## src/rtl/his_pkg.sv

```systemverilog
// Shared definitions for the histogram acquisition scheduler: default
// geometry taken from the SiFH parameter set, the no-hit code and the FSM states.
package his_pkg;

  localparam int HIS_NP           = 10;
  localparam int HIS_PIXEL_NUM    = 3;
  localparam int HIS_HITS_PER_PIX = 2;
  localparam int HIS_ACQ_NUM      = 2;

  localparam logic [HIS_NP-1:0] NOHIT = '1;

  typedef enum logic [1:0] {
    S_IDLE,
    S_COLLECT,
    S_GAP,
    S_DONE
  } sched_state_e;

  // Counter width that stays at least one bit for degenerate sizes.
  function automatic int cnt_w(input int n);
    return (n <= 2) ? 1 : $clog2(n);
  endfunction

endpackage

```

## src/rtl/slot_counter.sv

```systemverilog
// Nested hit / pixel / acquisition slot pointer. Advances one slot per pulse
// and flags the last slot of an acquisition and the last acquisition.
module slot_counter
  import his_pkg::*;
#(
  parameter int  PIXEL_NUM    = HIS_PIXEL_NUM,
  parameter int  HITS_PER_PIX = HIS_HITS_PER_PIX,
  parameter int  ACQ_NUM      = HIS_ACQ_NUM,
  localparam int PW           = cnt_w(PIXEL_NUM),
  localparam int AW           = $clog2(ACQ_NUM + 1)
) (
  input  logic          clk,
  input  logic          res,
  input  logic          clear,
  input  logic          advance,
  output logic [PW-1:0] pix_cnt,
  output logic [AW-1:0] acq_cnt,
  output logic          acq_wrap,
  output logic          last_acq
);

  localparam int HW = cnt_w(HITS_PER_PIX);
  localparam logic [HW-1:0] HIT_LAST = HW'(HITS_PER_PIX - 1);
  localparam logic [PW-1:0] PIX_LAST = PW'(PIXEL_NUM - 1);
  localparam logic [AW-1:0] ACQ_LAST = AW'(ACQ_NUM - 1);
  localparam logic [AW-1:0] ACQ_MAX  = AW'(ACQ_NUM);

  logic [HW-1:0] hit_q, hit_d;
  logic [PW-1:0] pix_q, pix_d;
  logic [AW-1:0] acq_q, acq_d;
  logic          hit_wrap, pix_wrap;

  assign hit_wrap = (hit_q == HIT_LAST);
  assign pix_wrap = (pix_q == PIX_LAST);

  // NOTE: every combinational output gets a default first so no path can infer a latch.
  always_comb begin
    hit_d = hit_q;
    pix_d = pix_q;
    acq_d = acq_q;
    if (clear) begin
      hit_d = '0;
      pix_d = '0;
      acq_d = '0;
    end else if (advance) begin
      if (!hit_wrap) begin
        hit_d = hit_q + HW'(1);
      end else begin
        hit_d = '0;
        if (!pix_wrap) begin
          pix_d = pix_q + PW'(1);
        end else begin
          pix_d = '0;
          if (acq_q != ACQ_MAX) acq_d = acq_q + AW'(1);
        end
      end
    end
  end

  // NOTE: state registers use non-blocking assignments so all flops update together.
  always_ff @(posedge clk) begin
    if (res) begin
      hit_q <= '0;
      pix_q <= '0;
      acq_q <= '0;
    end else begin
      hit_q <= hit_d;
      pix_q <= pix_d;
      acq_q <= acq_d;
    end
  end

  assign pix_cnt  = pix_q;
  assign acq_cnt  = acq_q;
  assign acq_wrap = hit_wrap && pix_wrap;
  assign last_acq = (acq_q == ACQ_LAST);

endmodule

```

## src/rtl/his_acq_scheduler.sv

```systemverilog
// Interleaves per-pixel TDC samples into the wrEn/data stream of the histogram
// builder, substituting NOHIT for silent slots and pacing acquisitions with a gap.
module his_acq_scheduler
  import his_pkg::*;
#(
  parameter int  NP           = HIS_NP,
  parameter int  PIXEL_NUM    = HIS_PIXEL_NUM,
  parameter int  HITS_PER_PIX = HIS_HITS_PER_PIX,
  parameter int  ACQ_NUM      = HIS_ACQ_NUM,
  parameter int  TIMEOUT      = 64,
  parameter int  GAP_CYC      = 4,
  localparam int AW           = $clog2(ACQ_NUM + 1)
) (
  input  logic                    clk,
  input  logic                    res,
  input  logic                    start,
  input  logic                    abort,
  input  logic [PIXEL_NUM-1:0]    pix_valid,
  input  logic [PIXEL_NUM*NP-1:0] pix_data,
  output logic [PIXEL_NUM-1:0]    pix_ready,
  output logic                    wrEn,
  output logic [NP-1:0]           data,
  output logic [AW-1:0]           acq_idx,
  output logic                    busy,
  output logic                    done
);

  localparam int PW = cnt_w(PIXEL_NUM);
  localparam int TW = $clog2(TIMEOUT);
  localparam int GW = cnt_w(GAP_CYC);
  localparam logic [NP-1:0] NOHIT_CODE = '1;
  localparam logic [TW-1:0] TMO_LAST   = TW'(TIMEOUT - 1);
  localparam logic [GW-1:0] GAP_LAST   = GW'(GAP_CYC - 1);

  sched_state_e  state_q, state_d;
  logic [TW-1:0] tmo_q, tmo_d;
  logic [GW-1:0] gap_q, gap_d;
  logic          wr_en_q, wr_en_d;
  logic [NP-1:0] data_q, data_d;
  logic          done_q, done_d;

  logic [PW-1:0] pix_cnt;
  logic [AW-1:0] acq_cnt;
  logic          acq_wrap, last_acq, cnt_clear;
  logic          sel_valid, accept, tmo_hit, advance;
  logic [NP-1:0] sel_code;

  slot_counter #(
    .PIXEL_NUM   (PIXEL_NUM),
    .HITS_PER_PIX(HITS_PER_PIX),
    .ACQ_NUM     (ACQ_NUM)
  ) u_slot (
    .clk     (clk),
    .res     (res),
    .clear   (cnt_clear),
    .advance (advance),
    .pix_cnt (pix_cnt),
    .acq_cnt (acq_cnt),
    .acq_wrap(acq_wrap),
    .last_acq(last_acq)
  );

  // Ready depends only on state and pointer, never on the pixel's valid.
  always_comb begin
    sel_valid = 1'b0;
    sel_code  = '0;
    pix_ready = '0;
    for (int i = 0; i < PIXEL_NUM; i++) begin
      if (pix_cnt == PW'(i)) begin
        sel_valid    = pix_valid[i];
        sel_code     = pix_data[i*NP +: NP];
        pix_ready[i] = (state_q == S_COLLECT) && !res;
      end
    end
  end

  assign accept  = (state_q == S_COLLECT) && sel_valid && !res && !abort;
  assign tmo_hit = (state_q == S_COLLECT) && (tmo_q == TMO_LAST) && !abort;
  assign advance = accept || tmo_hit;

  always_comb begin
    state_d   = state_q;
    tmo_d     = tmo_q;
    gap_d     = gap_q;
    wr_en_d   = 1'b0;
    data_d    = data_q;
    done_d    = 1'b0;
    cnt_clear = 1'b0;
    case (state_q)
      S_IDLE, S_DONE: begin
        if (start && !abort) begin
          state_d   = S_COLLECT;
          tmo_d     = '0;
          cnt_clear = 1'b1;
        end
      end
      S_COLLECT: begin
        if (advance) begin
          wr_en_d = 1'b1;
          // Real data wins over a timeout in the same cycle; NOHIT is reserved.
          if (accept) data_d = (sel_code == NOHIT_CODE) ? NOHIT_CODE - NP'(1) : sel_code;
          else        data_d = NOHIT_CODE;
          tmo_d = '0;
          if (acq_wrap) begin
            if (last_acq) begin
              state_d = S_DONE;
              done_d  = 1'b1;
            end else begin
              state_d = S_GAP;
              gap_d   = '0;
            end
          end
        end else if (tmo_q != TMO_LAST) begin
          tmo_d = tmo_q + TW'(1);
        end
      end
      S_GAP: begin
        if (gap_q == GAP_LAST) state_d = S_COLLECT;
        else                   gap_d   = gap_q + GW'(1);
      end
    endcase
    if (abort) begin
      state_d = S_IDLE;
      wr_en_d = 1'b0;
      done_d  = 1'b0;
    end
  end

  always_ff @(posedge clk) begin
    if (res) begin
      state_q <= S_IDLE;
      tmo_q   <= '0;
      gap_q   <= '0;
      wr_en_q <= 1'b0;
      data_q  <= '0;
      done_q  <= 1'b0;
    end else begin
      state_q <= state_d;
      tmo_q   <= tmo_d;
      gap_q   <= gap_d;
      wr_en_q <= wr_en_d;
      data_q  <= data_d;
      done_q  <= done_d;
    end
  end

  assign wrEn    = wr_en_q;
  assign data    = data_q;
  assign done    = done_q;
  assign acq_idx = acq_cnt;
  assign busy    = (state_q == S_COLLECT) || (state_q == S_GAP);

endmodule
```

## config.mk

```make
export PLATFORM = sky130hd
export DESIGN_NAME = his_acq_scheduler
export DESIGN_NICKNAME = d
export VERILOG_FILES = /design/src/rtl/his_pkg.sv /design/src/rtl/slot_counter.sv /design/src/rtl/his_acq_scheduler.sv
export SDC_FILE = /design/constraint.sdc
export NUM_CORES = 1
export LEC_CHECK = 0
export CAP_MARGIN = 40
export CORE_UTILIZATION = 30
export CTS_CLUSTER_SIZE = 20
export DETAILED_ROUTE_END_ITERATION = 12
export DONT_BUFFER_PORTS = 1
export GPL_ROUTABILITY_DRIVEN = 0
export GPL_TIMING_DRIVEN = 0
export SLEW_MARGIN = 20
export SYNTH_ARGS = -nofsm -noshare
export SYNTH_HDL_FRONTEND = slang
export SYNTH_SLANG_ARGS = --single-unit
```

## constraint.sdc

```tcl
create_clock -name clk -period 3 [get_ports clk]
set_input_delay 0.3 -clock clk [delete_from_list [all_inputs] [get_ports clk]]
set_output_delay 0.3 -clock clk [all_outputs]
set_load 0.02 [all_outputs]
```

* After elaboration in Yosys (flattened, before gate mapping) *
Index checks and enable logic that the tools add are counted.

word-level totals
  word-level logic and storage cells = 94
  output and inout bits = 18
  memory bits (read-only) = 0
  latch bits = 0
  input bits = 37
  register bits after elaboration = 27
  memory bits (writable) = 0
  memories kept = 0

operators by class
  bitwise gates (word level) = 3
  reduce and logical (&&, ||, !) cells = 27
  shift-type cells = 0
  muxes and demuxes = 32
  divide/modulo/power cells = 0
  magnitude comparators = 0
  multiply operators = 0
  add/subtract/negate cells = 5
  equal/unequal tests = 18

operators with widths
  operator                count
  $mux W10                5
  $mux W2                 9
  $mux W6                 3
  $ne A2 B2 Y1 const B    7
  $mux W1                 12
  $pmux W6 S2             1
  $eq A10 B10 Y1 const B  1
  $eq A2 B2 Y1 const B    4
  $logic_and A1 B1 Y1     8
  $reduce_and A4 Y1       2
  $add A2 B1 Y2 const B   3
  $add A6 B1 Y6 const B   1
  $eq A2 B1 Y1 const B    3
  $eq A6 B6 Y1 const B    1
  $ne A6 B6 Y1 const B    1
  $pmux W2 S3             1
  $reduce_or A2 Y1        3
  $reduce_and A5 Y1       1
  $reduce_or A5 Y1        1
  $logic_not A2 Y1        2
  $pmux W2 S2             1
  $reduce_and A2 Y1       2
  $reduce_bool A2 Y1      2
  $ne A3 B2 Y1 const B    1
  other kinds (6)         10

* Depth between registers and ports, before layout *
Gate-level depths: netlist of run 1.

  depth in word-level cells = 10
  mapped depth = 8
  mapped depth without buffers = 7

* Modules after synthesis *
A second synthesis of run 1 with hierarchy kept.

unflattened totals
  cells, all modules = 195
  area total of the unflattened synthesis = 1677.9 sq um

by module, submodules not included
  module             area an instance (sq um)  instances  seq. area each (sq um)  cells an instance
  his_acq_scheduler  1423.9                    1          440.4                   169
  slot_counter       254.0                     1          100.1                   26

* Worst setup path before layout of run 1 *
OpenSTA, ideal clock, no wires.

  kind = flip-flop to flip-flop
  start = register state_q[1]
  end = register u_slot.acq_q[0], in the netlist u_slot.acq_cnt[0]
  buffers on the path = 2
  library setup time = 121 ps
  clock period less this slack = 1953 ps
  arrival = 1832 ps
  required time = 2879 ps
  cell stages (with the launch flop) = 9
  slack = 1047 ps
  cell sequence = dfxtp_1 > inv_1 > ha_1 > buf_2 > nand2_1 > o32a_1 > buf_6 > nor3_4 > mux2_2

between the ends
  cells in the longest elaborated chain, start to end = 6
  elaborated cells between the ends (all ways) = 13
  classes of those cells = eq/ne: 2; mux: 1; reduce/logical: 10

RTL lines
  item                              RTL line                                          text
  from (decl)                       his_acq_scheduler.sv:35                           sched_state_e state_q, state_d;
  from (signal assigned)            his_acq_scheduler.sv:138                          state_q <= state_d;
  $eq A2 B1 Y1                      his_acq_scheduler.sv:77, his_acq_scheduler.sv:78
  $logic_and A1 B1 Y1 (3 in a row)  his_acq_scheduler.sv:77                           assign accept = (state_q == S_COLLECT) && sel_valid && !res && !abort;
  $logic_or A1 B1 Y1                his_acq_scheduler.sv:79                           assign advance = accept || tmo_hit;
  $reduce_and A4 Y1 (no line)       n/a
  to (signal assigned)              slot_counter.sv:69                                acq_q <= acq_d;
  to (decl)                         slot_counter.sv:30                                logic [AW-1:0] acq_q, acq_d;

Parallel ways exist; a longest one is shown, timed or not.
A chain may end at the register's enable or synchronous reset.

* Worst setup path in the final report of run 1 *
Ends and elaborated chain as after synthesis.

==> metrics.md, run 1 <==
| Metric | Value |
|---|---|
| CTS sink cnt | `27` |
| CP Capture Type | `flop` |
| Worst Clk Skew | `0.01073 ns` |
| Worst Hold Class | `in2reg` |
| Cell family with most CP delay | `simple AND/OR/NAND/NOR gates` |
| Critical Path Source | `state_q[1]` |
| CP max FO | `10` |
| Post-synth EDFFs | `0` |
| CORE AREA | `0.005140 mm2` |
| H-tree depth | `1` |
| Worst path max stage delay | `0.44 ns` |
| DRT Wirelength | `3781 um` |
| Sequential share of the synthesized area | `33.72%` |
| Simple-gate portion of the synthesized area | `21.94%` |
| Final core utilization | `33.84%` |
| Commonest cells after routing, fill and taps aside | `dfxtp_1 (27), nor2_1 (23), nand2_1 (15)` |
| Syn_nets | `229` |
| Critical Path RT | `3.17 ns` |
| Hold_buf cts | `0` |
| Die height | `75.10 um` |
| DR DRC count | `0` |
| Synth-to-Final Area Change | `8.509%` |
| Largest family of logic cells by synthesized area | `compound AO/OA/AOI/OAI gates` |
| Hold Vio Cnt, Final | `0` |
| Max rail drop VDD | `0.1553 mV` |
| Antenna viol nets, final | `0` |
| Number of port buffers | `0` |
| Max Fclk | `447.4 MHz` |
| Final period util | `74.50%` |
| Root buffer cell | `clkbuf_8` |
| Critical Path End | `u_slot.acq_cnt[0]` |
| Mapped Avg Cell Area | `8.617 um2` |
| Core Rows | `26` |
| Proportion of synthesized area in mux cells | `8.821%` |
| # setup viols final | `0` |
| Wire length per cell | `14.54 um` |
| Vias per Instance | `5.285` |
| Die Area | `0.005639 mm2` |
| Max-Slew Margin vs Limit | `47.45%` |
| Die W | `75.10 um` |
| Type of origin of the critical path | `flop` |
| Crit Reg-Reg Endpoint | `u_slot.acq_cnt[0]` |
| Setup TNS | `0 ns` |
| Largest net degree at the start of global routing | `17` |
| #FFs+latches synth | `27` |
| Final min period | `2.235 ns` |
| CTS max path bufs | `2` |
| CP Class | `reg2reg` |
| Leak Pwr | `0.5871 nW` |
| Worst skew pair latency | `0.28 ns` |
| Area fraction in compound gates after synthesis | `22.48%` |
| Critical Path AT | `2.41 ns` |
| Hold Path Origin | `res` |
| Ys async rst share | `0%` |
| Setup Buffers After CTS | `0` |
| Origin of the critical flop-to-flop path | `state_q[1]` |
| Clock transition at path regs | `0.10 ns` |
| Worst Path Buf+Inv | `3` |
| Fin nets | `234` |
| Most common flop cell mapped by yosys | `dfxtp_1` |
| Cell Chain, Critical Path | `inv_1 > ha_1 > buf_2 > nand2_1 > o32a_1 > buf_6 > nor3_4 > mux2_2` |
| Synth cell types | `46` |
| First-pass GRT wire length | `5747 um` |
| Tightest Pin Transition | `0.7800 ns` |
| Ys Warns | `0` |
| Post-synthesis xor/xnor area fraction | `2.186%` |
| Cts repair resizes | `0` |
| Fillers | `581` |
| Post-synthesis adder-cell area fraction | `4.684%` |
| Flop2flop setup slack | `0.77 ns` |
| Router iterations before antenna repair | `4` |
| MaxCap Viol Count | `0` |
| Via count | `1374` |
| Synth Instances | `186` |
| Most common cell after layout, fill and taps aside | `dfxtp_1` |
| WP depth | `8` |
| R2R depth | `8` |
| Starting density of the core | `31.18%` |
| Max Slew Vio Count | `0` |
| CTS tree | `yes` |
| Multi-input logic area | `963.4 um2` |
| Cell Area, Synth | `0.001603 mm2` |
| Io pins | `55` |
| CP max stage cell | `o32a_1` |
| GRT Util Overall | `13.49%` |
| ANT cells | `0` |
| HPWL Detailed | `2951 um` |
| Power Density | `365.7 mW/mm2` |
| RSZ-0062 raised after global routing | `no` |
| WHS Path Cells | `2` |
| Total CTS buffers | `3` |
| Outcome | `finished, final reports clean` |
| Global route overflow | `0` |
| Initial antenna violation count | `0` |
| Number of global-route vias before repair | `1235` |
| Layout cells sized above 1 | `11.05%` |
| Sequential cell area | `540.5 um2` |
| Initial DRC Count | `65` |
[per-layer routing]
metal | part of all wire (%) | GRT usage, % | vias up | wire, um
met2 | 46 | 23.62 | 52 | 1726
li1 | - | - | 694 | -
met5 | 0 | 0 | - | 0
met1 | 45 | 16.11 | 623 | 1692
met3 | 8.4 | 3.347 | 5 | 317
met4 | 1.2 | 4.403 | 0 | 44
[how the worst min path moves through the flow]
stage	slack [ns]	end
after global routing	0.20	state_q[1]
after detailed placement	0.47	gap_q[1]
after CTS	0.19	state_q[1]
after floorplan	0.44	gap_q[1]
after global placement	0.45	gap_q[1]
final	0.19	state_q[1]
[cell usage after synthesis, drive strengths merged (2+ instances only)]
cell     count  area (um2)
a21oi       11       55.05
a211oi       6       50.05
inv         10       37.54
o221a        5       56.30
o22a         2       17.52
nor4         2       12.51
nor3         8       51.30
buf          6       42.54
o2bb2ai      4       35.03
nand2       15       56.30
clkbuf       4       15.01
a22oi        2       15.01
mux2i       13       130.1
nand4        2       12.51
ha           6       75.07
nand3        4       20.02
o21ai        3       15.01
xor2         3       26.28
or3          2       12.51
nand2b       5       31.28
dfxtp       27       540.5
nor2        23       86.33
o32a         3       30.03
[cell families (layout without fill, tap and decap cells)]
| group | after synthesis | after routing |
|---|---|---|
| xor gates and xnor gates | 4 | 4 |
| and+or+nand+nor | 69 | 69 |
| DFF | 27 | 27 |
| AOI/OAI and AO/OA | 45 | 45 |
| adders and majority gates | 6 | 6 |
| muxes | 14 | 14 |
| buffers and inverters | 21 | 25 |
[registers in the layout, indices dropped and copies added, names as in the netlist]
| signal | cells |
|---|---|
| gap_q | 2 |
| u_slot.hit_q | 1 |
| state_q | 2 |
| data | 10 |
| u_slot.pix_cnt | 2 |
| wrEn | 1 |
| u_slot.acq_cnt | 2 |
| tmo_q | 6 |
| done | 1 |
[where the power goes]
part	internal (mW)	switching [mW]
clock	0.0947	0.125
sequential	0.361	0.00385
combinational	0.0177	0.0336
total	0.473	0.163
[per-stage QoR]
step | instance area, um2 | instances | setup WS [ns] | hold WS (ns) | power (mW)
4_1_cts | 1739 | 260 | 0.7436 | 0.1876 | 0.6421
2_1_floorplan | 1603 | 186 | 1.047 | 0.4420 | 0.4129
3_5_place_dp | 1690 | 256 | 0.7731 | 0.4667 | 0.4243
3_3_place_gp | 1690 | 256 | 0.7817 | 0.4501 | 0.4240
6_report | 1739 | 260 | 0.7651 | 0.1879 | 0.6359
5_1_grt | 1739 | 260 | 0.5874 | 0.1969 | 0.6676
[cell type report]
| cell class | count | share of cell area [%] |
|---|---|---|
| clock inverters | 1 | 0.4317 |
| well taps | 70 | 5.036 |
| flip-flops and latches | 27 | 31.08 |
| multi-input cells | 138 | 55.40 |
| inverters | 11 | 2.374 |
| plain buffers | 10 | 3.309 |
| clock buffers | 3 | 2.374 |
(Power assumes the default switching activity.)
==> inputs of run 2 (changes only) <==
clock period = 2 ns   (was 3 ns; I/O delays follow)
==> run 2 against run 1 <==
Effect of this change:
- clock power grew 49%
- register-to-register slack worse by 0.72 ns
- clock skew is 0.0019 ns lower
- utilization increased by 0.73 points
- critical path depth did not move
- sequential power is 50% higher
- highest routed layer unchanged
- non-clock buffer count unchanged
- largest cell class unchanged
- combinational power is 57% higher
- critical endpoint unchanged
- cell count unchanged
- die area is the same
- global-route usage increased by 0.14 points
==> metrics.md, run 2 (synthesis results as in run 1) <==
| Metric | Value |
|---|---|
| Outcome | `finished, final reports clean` |
| DRT Wirelength | `3809 um` |
| Die W | `75.10 um` |
| Max Slew Vio Count | `0` |
| Die height | `75.10 um` |
| Initial DRC Count | `48` |
| Post-DP Area | `0.001690 mm2` |
| Layout cells sized above 1 | `14.74%` |
| Worst Hold Class | `in2reg` |
| Type of origin of the critical path | `flop` |
| Vias per Instance | `5.238` |
| Largest net degree at the start of global routing | `17` |
| CTS sink cnt | `27` |
| GRT Util Overall | `13.63%` |
| Fin nets | `234` |
| Initial antenna violation count | `0` |
| Antenna viol nets, final | `0` |
| Via count | `1362` |
| CTS tree | `yes` |
| Worst slack, placed | `-0.2269 ns` |
| R2R depth | `8` |
| Flop2flop setup slack | `0.05 ns` |
| MaxCap Viol Count | `0` |
| Max reg flops | `10` |
| Synth-to-Final Area Change | `10.85%` |
| CP Class | `reg2reg` |
| Number of port buffers | `0` |
| Die Area | `0.005639 mm2` |
| Commonest cells after routing, fill and taps aside | `dfxtp_1 (25), nor2_1 (23), nand2_1 (14)` |
| Crit Reg-Reg Endpoint | `u_slot.acq_cnt[0]` |
| Power Density | `537.0 mW/mm2` |
| Global route overflow | `0` |
| Critical Path End | `u_slot.acq_cnt[0]` |
| CP max FO | `10` |
| H-tree depth | `1` |
| Number of global-route vias before repair | `1256` |
| Starting density of the core | `31.18%` |
| Design area | `0.001777 mm2` |
| Critical Path AT | `2.13 ns` |
| ANT cells | `0` |
| Setup TNS | `0 ns` |
| RSZ-0062 raised after global routing | `yes` |
| Most common cell after layout, fill and taps aside | `dfxtp_1` |
| First-pass GRT wire length | `5809 um` |
| Core Rows | `26` |
| CP Capture Type | `flop` |
| Leak Pwr | `0.6042 nW` |
| Final core utilization | `34.57%` |
| DR DRC count | `0` |
| CTS max path bufs | `2` |
| Max-Slew Margin vs Limit | `51.09%` |
| Tightest Pin Transition | `0.7280 ns` |
| CORE AREA | `0.005140 mm2` |
| Io pins | `55` |
| Max rail drop VDD | `0.2260 mV` |
| Router iterations before antenna repair | `4` |
| # setup viols final | `0` |
| Critical Path Source | `state_q[1]` |
| Clock transition at path regs | `0.10 ns` |
| Total CTS buffers | `3` |
| Critical Path RT | `2.17 ns` |
| Worst Clk Skew | `0.008780 ns` |
| Final period util | `97.56%` |
| Final min period | `1.951 ns` |
| Hold Vio Cnt, Final | `0` |
| Origin of the critical flop-to-flop path | `state_q[1]` |
| Setup Buffers After CTS | `0` |
| Setup WS post-layout | `0.04883 ns` |
| Wire length per cell | `14.65 um` |
| Worst skew pair latency | `0.28 ns` |
| Total power | `954.1 uW` |
| Root buffer cell | `clkbuf_8` |
| Max Fclk | `512.5 MHz` |
| HPWL Detailed | `2951 um` |
==> run 2: cell count changes in the layout (fill, tap and decap cells not counted), sizes merged <==
cell / change
clkbuf: -1
buf: +1
==> run 2: worst min path at each step <==
| stage | cells after the start | endpoint | start |
|---|---|---|---|
| global placement | 2 | state_q[1] | res |
| floorplan | 2 | state_q[1] | res |
| CTS | 2 | state_q[1] | res |
| detailed placement | 2 | state_q[1] | res |
| finish | 2 | state_q[1] | res |
| global route | 2 | state_q[1] | res |
==> run 2: per-layer routing <==
| metal | vias to the layer above | GRT usage (%) | part of all wire (%) |
|---|---|---|---|
| li1 | 695 | - | - |
| met1 | 617 | 16.28 | 44 |
| met2 | 46 | 23.82 | 47 |
| met3 | 4 | 3.481 | 8.4 |
| met4 | 0 | 4.403 | 0.84 |
| met5 | - | 0 | 0 |
==> run 2: cell type report <==
cell class | instances | area [um2]
Fill cell | 580 | 3363
Multi-Input combinational cell | 138 | 991.0
Sequential cell | 27 | 543.0
Tap cell | 70 | 87.58
Buffer | 10 | 65.06
Clock buffer | 3 | 41.29
Inverter | 11 | 41.29
Clock inverter | 1 | 7.507
==> run 2: per-stage QoR <==
step	cells	hold WS, ns
2_1_floorplan	186	0.3886
3_3_place_gp	256	0.3984
3_5_place_dp	256	0.3982
4_1_cts	260	0.08762
5_1_grt	260	0.09686
6_report	260	0.09152
==> run 2: where the power goes <==
group | leakage, nW | switching (mW) | total [mW] | internal (mW)
Sequential | 0.219 | 0.00574 | 0.547 | 0.541
Clock | 0.0217 | 0.185 | 0.327 | 0.142
Combinational | 0.364 | 0.0523 | 0.0807 | 0.0284
==> run 2: worst max-delay path: stages, from the launching register on <==
cell and delay [ns]:
dfxtp_1 0.34, inv_1 0.05, ha_1 0.15, buf_6 0.15, nand2_4 0.11, o32a_1 0.34, buf_6 0.15, nor3_4 0.19
mux2_2 0.35
==> run 2: repair_timing <==
item / 4_1_cts / 5_1_grt
gates cloned: 0 / 0
setup endpoints to repair: 20 / 10
hold buffers: 0 / 0
gates resized for setup: 6 / 7
pin swaps: 1 / 0
==> RTL edit 1 (flow settings as in run 1) <==
`GAP_CYC`: 4 -> 5.
--- a/src/rtl/his_acq_scheduler.sv
+++ b/src/rtl/his_acq_scheduler.sv
@@ -8,7 +8,7 @@
   parameter int  HITS_PER_PIX = HIS_HITS_PER_PIX,
   parameter int  ACQ_NUM      = HIS_ACQ_NUM,
   parameter int  TIMEOUT      = 64,
-  parameter int  GAP_CYC      = 4,
+  parameter int  GAP_CYC      = 5,
   localparam int AW           = $clog2(ACQ_NUM + 1)
 ) (
   input  logic                    clk,
Behaviour: same outputs for any inputs over 10 cycles, from zero or initial values; that may be too few to reach the edited logic, so the function may still have changed.
==> RTL edit 1 against run 1 <==
- sequential power rose by 4%
- total power is 0.50% higher
- synthesized cell count increased by 3.2%
- worst setup slack worse by 0.024 ns
- fmax down 1.1%
- wire length grew 11%
- synthesized area grew 4.2%
- final area is 3.5% higher
- sequential cell count up 1
- highest routed layer unchanged
==> RTL edit 1: results <==
{
  "synth-adder-area-share": 0.0524,
  "grt_pass1_vias": 1323,
  "hpwl_mm": 3.18,
  "cts_max_path_buffers": 2,
  "irDropWorstVdd_uv": 204,
  "synth_cell_type_count": 53,
  "ctsRootBufferMaster": "clkbuf_8",
  "use_met2": 0.224,
  "drt_iter0_markers": 71,
  "ys_top_cells_by_count": "dfxtp_1 (28), nor2_1 (18), a21oi_1 (14)",
  "drtPass1Iterations": 4,
  "grt_use_total": 0.143,
  "htree_levels": 1,
  "grt_max_degree": 15,
  "cts_resized": 0,
  "hold_path_class": "input port to register",
  "critPathMaxFanout": 10,
  "grt_util_met3": 0.0407,
  "synthXorXnorAreaFrac": 0.0262,
  "power.internal_w": 0.000485,
  "cp_top_family": "simple AND/OR/NAND/NOR gates",
  "placed_cell_area_sq_mm": 0.00176,
  "critPathMaxStageDelay_ns": 0.39,
  "arrival_ns": 1.96,
  "numPortBuffers": 0,
  "synth_compound_area_frac": 0.264,
  "wirelength_mm": 4.20,
  "num_antenna_cells": 0,
  "clock_skew_ns": 0.00276,
  "yosysSeqAreaShare": 0.336,
  "largest_reg_flops": 10,
  "slew_headroom": 0.516,
  "p_leak_nw": 0.587,
  "post_cts_buffers": 0,
  "cts.clk_slew.worst_paths_ns": 0.09,
  "cts_buffers": 3,
  "drive_gt1_frac": 0.0769,
  "grt_first_pass_wirelength_mm": 6.76,
  "postSynth.asyncResetShare": 0,
  "fin_nets": 241,
  "outcome": "completed",
  "antenna_found_initial": 0,
  "clock_latency_ns": 0.27,
  "synthTopCellsByArea": "dfxtp_1 (34%), mux2i_1 (7.2%), ha_1 (5.2%)",
  "ant_nets": 0,
  "met1_usage": 0.196,
  "fillers": 564,
  "via_count": 1471,
  "synthMuxAreaShare": 0.0719,
  "cpMaxStageDelayCell": "dfxtp_1"
}
## RTL edit 1: cell types whose count changed in the layout (fill, tap and decap cells not counted), sizes merged, moves of 3 or more
cell | before | now
nand4 | 2 | 5
o21ai | 3 | 8
nor3 | 8 | 3
nand2 | 15 | 8
a21oi | 11 | 14
nor2 | 23 | 18
o32a | 3 | 0
## RTL edit 1: worst paths after layout
| path | cells past startpoint | slack [ns] | end | start |
|---|---|---|---|---|
| max | 4 | 0.74 | pix_ready[2] | u_slot.pix_cnt[1] |
| min | 3 | 0.21 | done | abort |
| max reg2reg | 7 | 0.88 | data[1] | tmo_q[0] |
| min reg2reg | 2 | 0.47 | tmo_q[1] | tmo_q[1] |
## RTL edit 1: per-stage QoR
step                hold WS [ns]  cells  worst slack [ns]
global route               0.220    265             0.644
finish                     0.213    265             0.741
CTS                        0.206    265             0.745
global placement           0.466    262             0.948
floorplan                  0.449    192              1.18
detailed placement         0.463    262             0.936
## RTL edit 1: layer usage
layer | routed length, um | part of all wire
met1 | 1980 | 0.47
met2 | 1980 | 0.47
met3 | 212 | 0.051
met4 | 23 | 0.0055
met5 | 0 | 0
## RTL edit 1: final cells by class
type / count / area [sq um] / share of cell area
Buffer: 8 / 43.8 / 0.0243
Sequential cell: 28 / 561 / 0.312
Clock buffer: 3 / 41.3 / 0.0229
Multi-Input combinational cell: 144 / 1020 / 0.567
Tap cell: 70 / 87.6 / 0.0487
Inverter: 12 / 45.0 / 0.0250
## RTL edit 1: power by group through the flow
stage	sequential [W]	clock, W	combinational, W
after floorplan	0.000388	0	0.0000435
after CTS	0.000381	0.000213	0.0000563
after global placement	0.000389	0	0.0000554
after global routing	0.000381	0.000225	0.0000642
after detailed placement	0.000389	0	0.0000558
final	0.000380	0.000202	0.0000564
==> RTL edit 2 (flow settings as in run 1) <==
Made on the original files. Re-encode `sched_state_e` (4 states) as Gray code, 2 bits wide.
--- a/src/rtl/his_pkg.sv
+++ b/src/rtl/his_pkg.sv
@@ -10,10 +10,10 @@
   localparam logic [HIS_NP-1:0] NOHIT = '1;
 
   typedef enum logic [1:0] {
-    S_IDLE,
-    S_COLLECT,
-    S_GAP,
-    S_DONE
+    S_IDLE    = 2'b00,
+    S_COLLECT = 2'b01,
+    S_GAP     = 2'b11,
+    S_DONE    = 2'b10
   } sched_state_e;
 
   // Counter width that stays at least one bit for degenerate sizes.
Check against the original RTL: same outputs for any inputs over 10 cycles, from zero or initial values; not proved beyond that.
==> RTL edit 2 against run 1 <==
- via count increased by 10%
- count of clock-buffer cells in the layout did not move
- global-route usage is 2.7 points higher
- final cell count is 5.0% higher
- final area increased by 1.7%
- critical path depth shrank 4
- total power grew 3.1%
- sequential cell count did not move
- wire length increased by 11%
- die area is 1.7% higher
- synthesized area grew 1.8%
- worst setup slack improved by 0.027 ns
- worst hold slack better by 0.012 ns
==> RTL edit 2: results <==
{
  "num_antenna_cells": 0,
  "wl_per_cell_um": 15.4,
  "drtPass1Iterations": 4,
  "synth_nets": 240,
  "antenna_found_initial": 0,
  "synth_cell_type_count": 45,
  "critPathMaxFanout": 9,
  "cts_max_path_buffers": 2,
  "postSynth.asyncResetShare": 0,
  "grt_use_total": 0.162,
  "yosysSeqAreaShare": 0.331,
  "outcome": "completed",
  "ctsRootBufferMaster": "clkbuf_8",
  "post_cts_buffers": 0,
  "largest_reg_flops": 10,
  "clock_latency_ns": 0.28,
  "placed_cell_area_sq_mm": 0.00172,
  "fin_nets": 245,
  "cts.clk_slew.worst_paths_ns": 0.10,
  "drt_iter0_markers": 127,
  "via_count": 1512,
  "slew_headroom": 0.539,
  "clock_skew_ns": 0.00229,
  "yosysWarnings": 0,
  "irDropWorstVdd_uv": 166,
  "synthTopCellsByArea": "dfxtp_1 (33%), mux2i_1 (9.2%), a21oi_1 (5.8%)",
  "hpwl_mm": 3.25,
  "cpMaxStageDelayCell": "nor3b_1",
  "ys_top_cells_by_count": "dfxtp_1 (27), a21oi_1 (19), nor3_1 (19)",
  "numPortBuffers": 0,
  "critPathMaxStageDelay_ns": 0.63,
  "drive_gt1_frac": 0.0936,
  "cts_resized": 0,
  "p_leak_nw": 0.573,
  "grt_first_pass_wirelength_mm": 6.91,
  "grt_max_degree": 17,
  "cp_top_family": "simple AND/OR/NAND/NOR gates",
  "min_path_cells": 1,
  "cts_buffers": 3,
  "htree_levels": 1,
  "grt_pass1_vias": 1447,
  "r2r.worst_path.cells": 7,
  "hold_path_class": "input port to register",
  "arrival_ns": 1.91
}
RTL edit 2: final timing paths:
kind	from	end	slack, ns
min	start	state_q[0]	0.20
max	state_q[1]	pix_ready[1]	0.79
min reg2reg	gap_q[1]	gap_q[1]	0.50
max reg2reg	u_slot.pix_cnt[1]	data[0]	1.13
RTL edit 2: kinds of logic after synthesis:
kind of cell / synth area share
AOI/OAI and AO/OA: 0.239
adders and majority gates: 0.0307
buffers and inverters: 0.0514
DFF: 0.331
muxes: 0.0920
and+or+nand+nor: 0.255
RTL edit 2: power by group:
part / total (W) / internal [W] / switching, W
Combinational: 0.0000673 / 0.0000237 / 0.0000437
Sequential: 0.000368 / 0.000363 / 0.00000586
Clock: 0.000220 / 0.0000946 / 0.000125
RTL edit 2: layer usage:
layer  part of all wire  up-vias  GRT usage
met3              0.081        5     0.0317
met4              0.011        0     0.0494
met5                  0        -          0
met2               0.45       69      0.277
met1               0.46      689      0.205
li1                   -      749          -
RTL edit 2: layout make-up:
| type | count | area [sq um] |
|---|---|---|
| plain buffers | 13 | 68.8 |
| clock buffers | 3 | 41.3 |
| clock inverters | 1 | 7.51 |
| flip-flops and latches | 27 | 541 |
| inverters | 4 | 15.0 |
| fillers | 556 | 3400 |
| well taps | 70 | 87.6 |
| multi-input cells | 155 | 1010 |
RTL edit 2: through the flow:
step / std cells / total power, W / setup slack [ns] / util
2_1_floorplan: 199 / 0.000429 / 1.34 / -
3_3_place_gp: 269 / 0.000444 / 1.11 / 0.332
3_5_place_dp: 269 / 0.000444 / 1.12 / 0.332
4_1_cts: 273 / 0.000660 / 0.807 / 0.342
5_1_grt: 273 / 0.000685 / 0.704 / 0.342
6_report: 273 / 0.000655 / 0.792 / 0.342
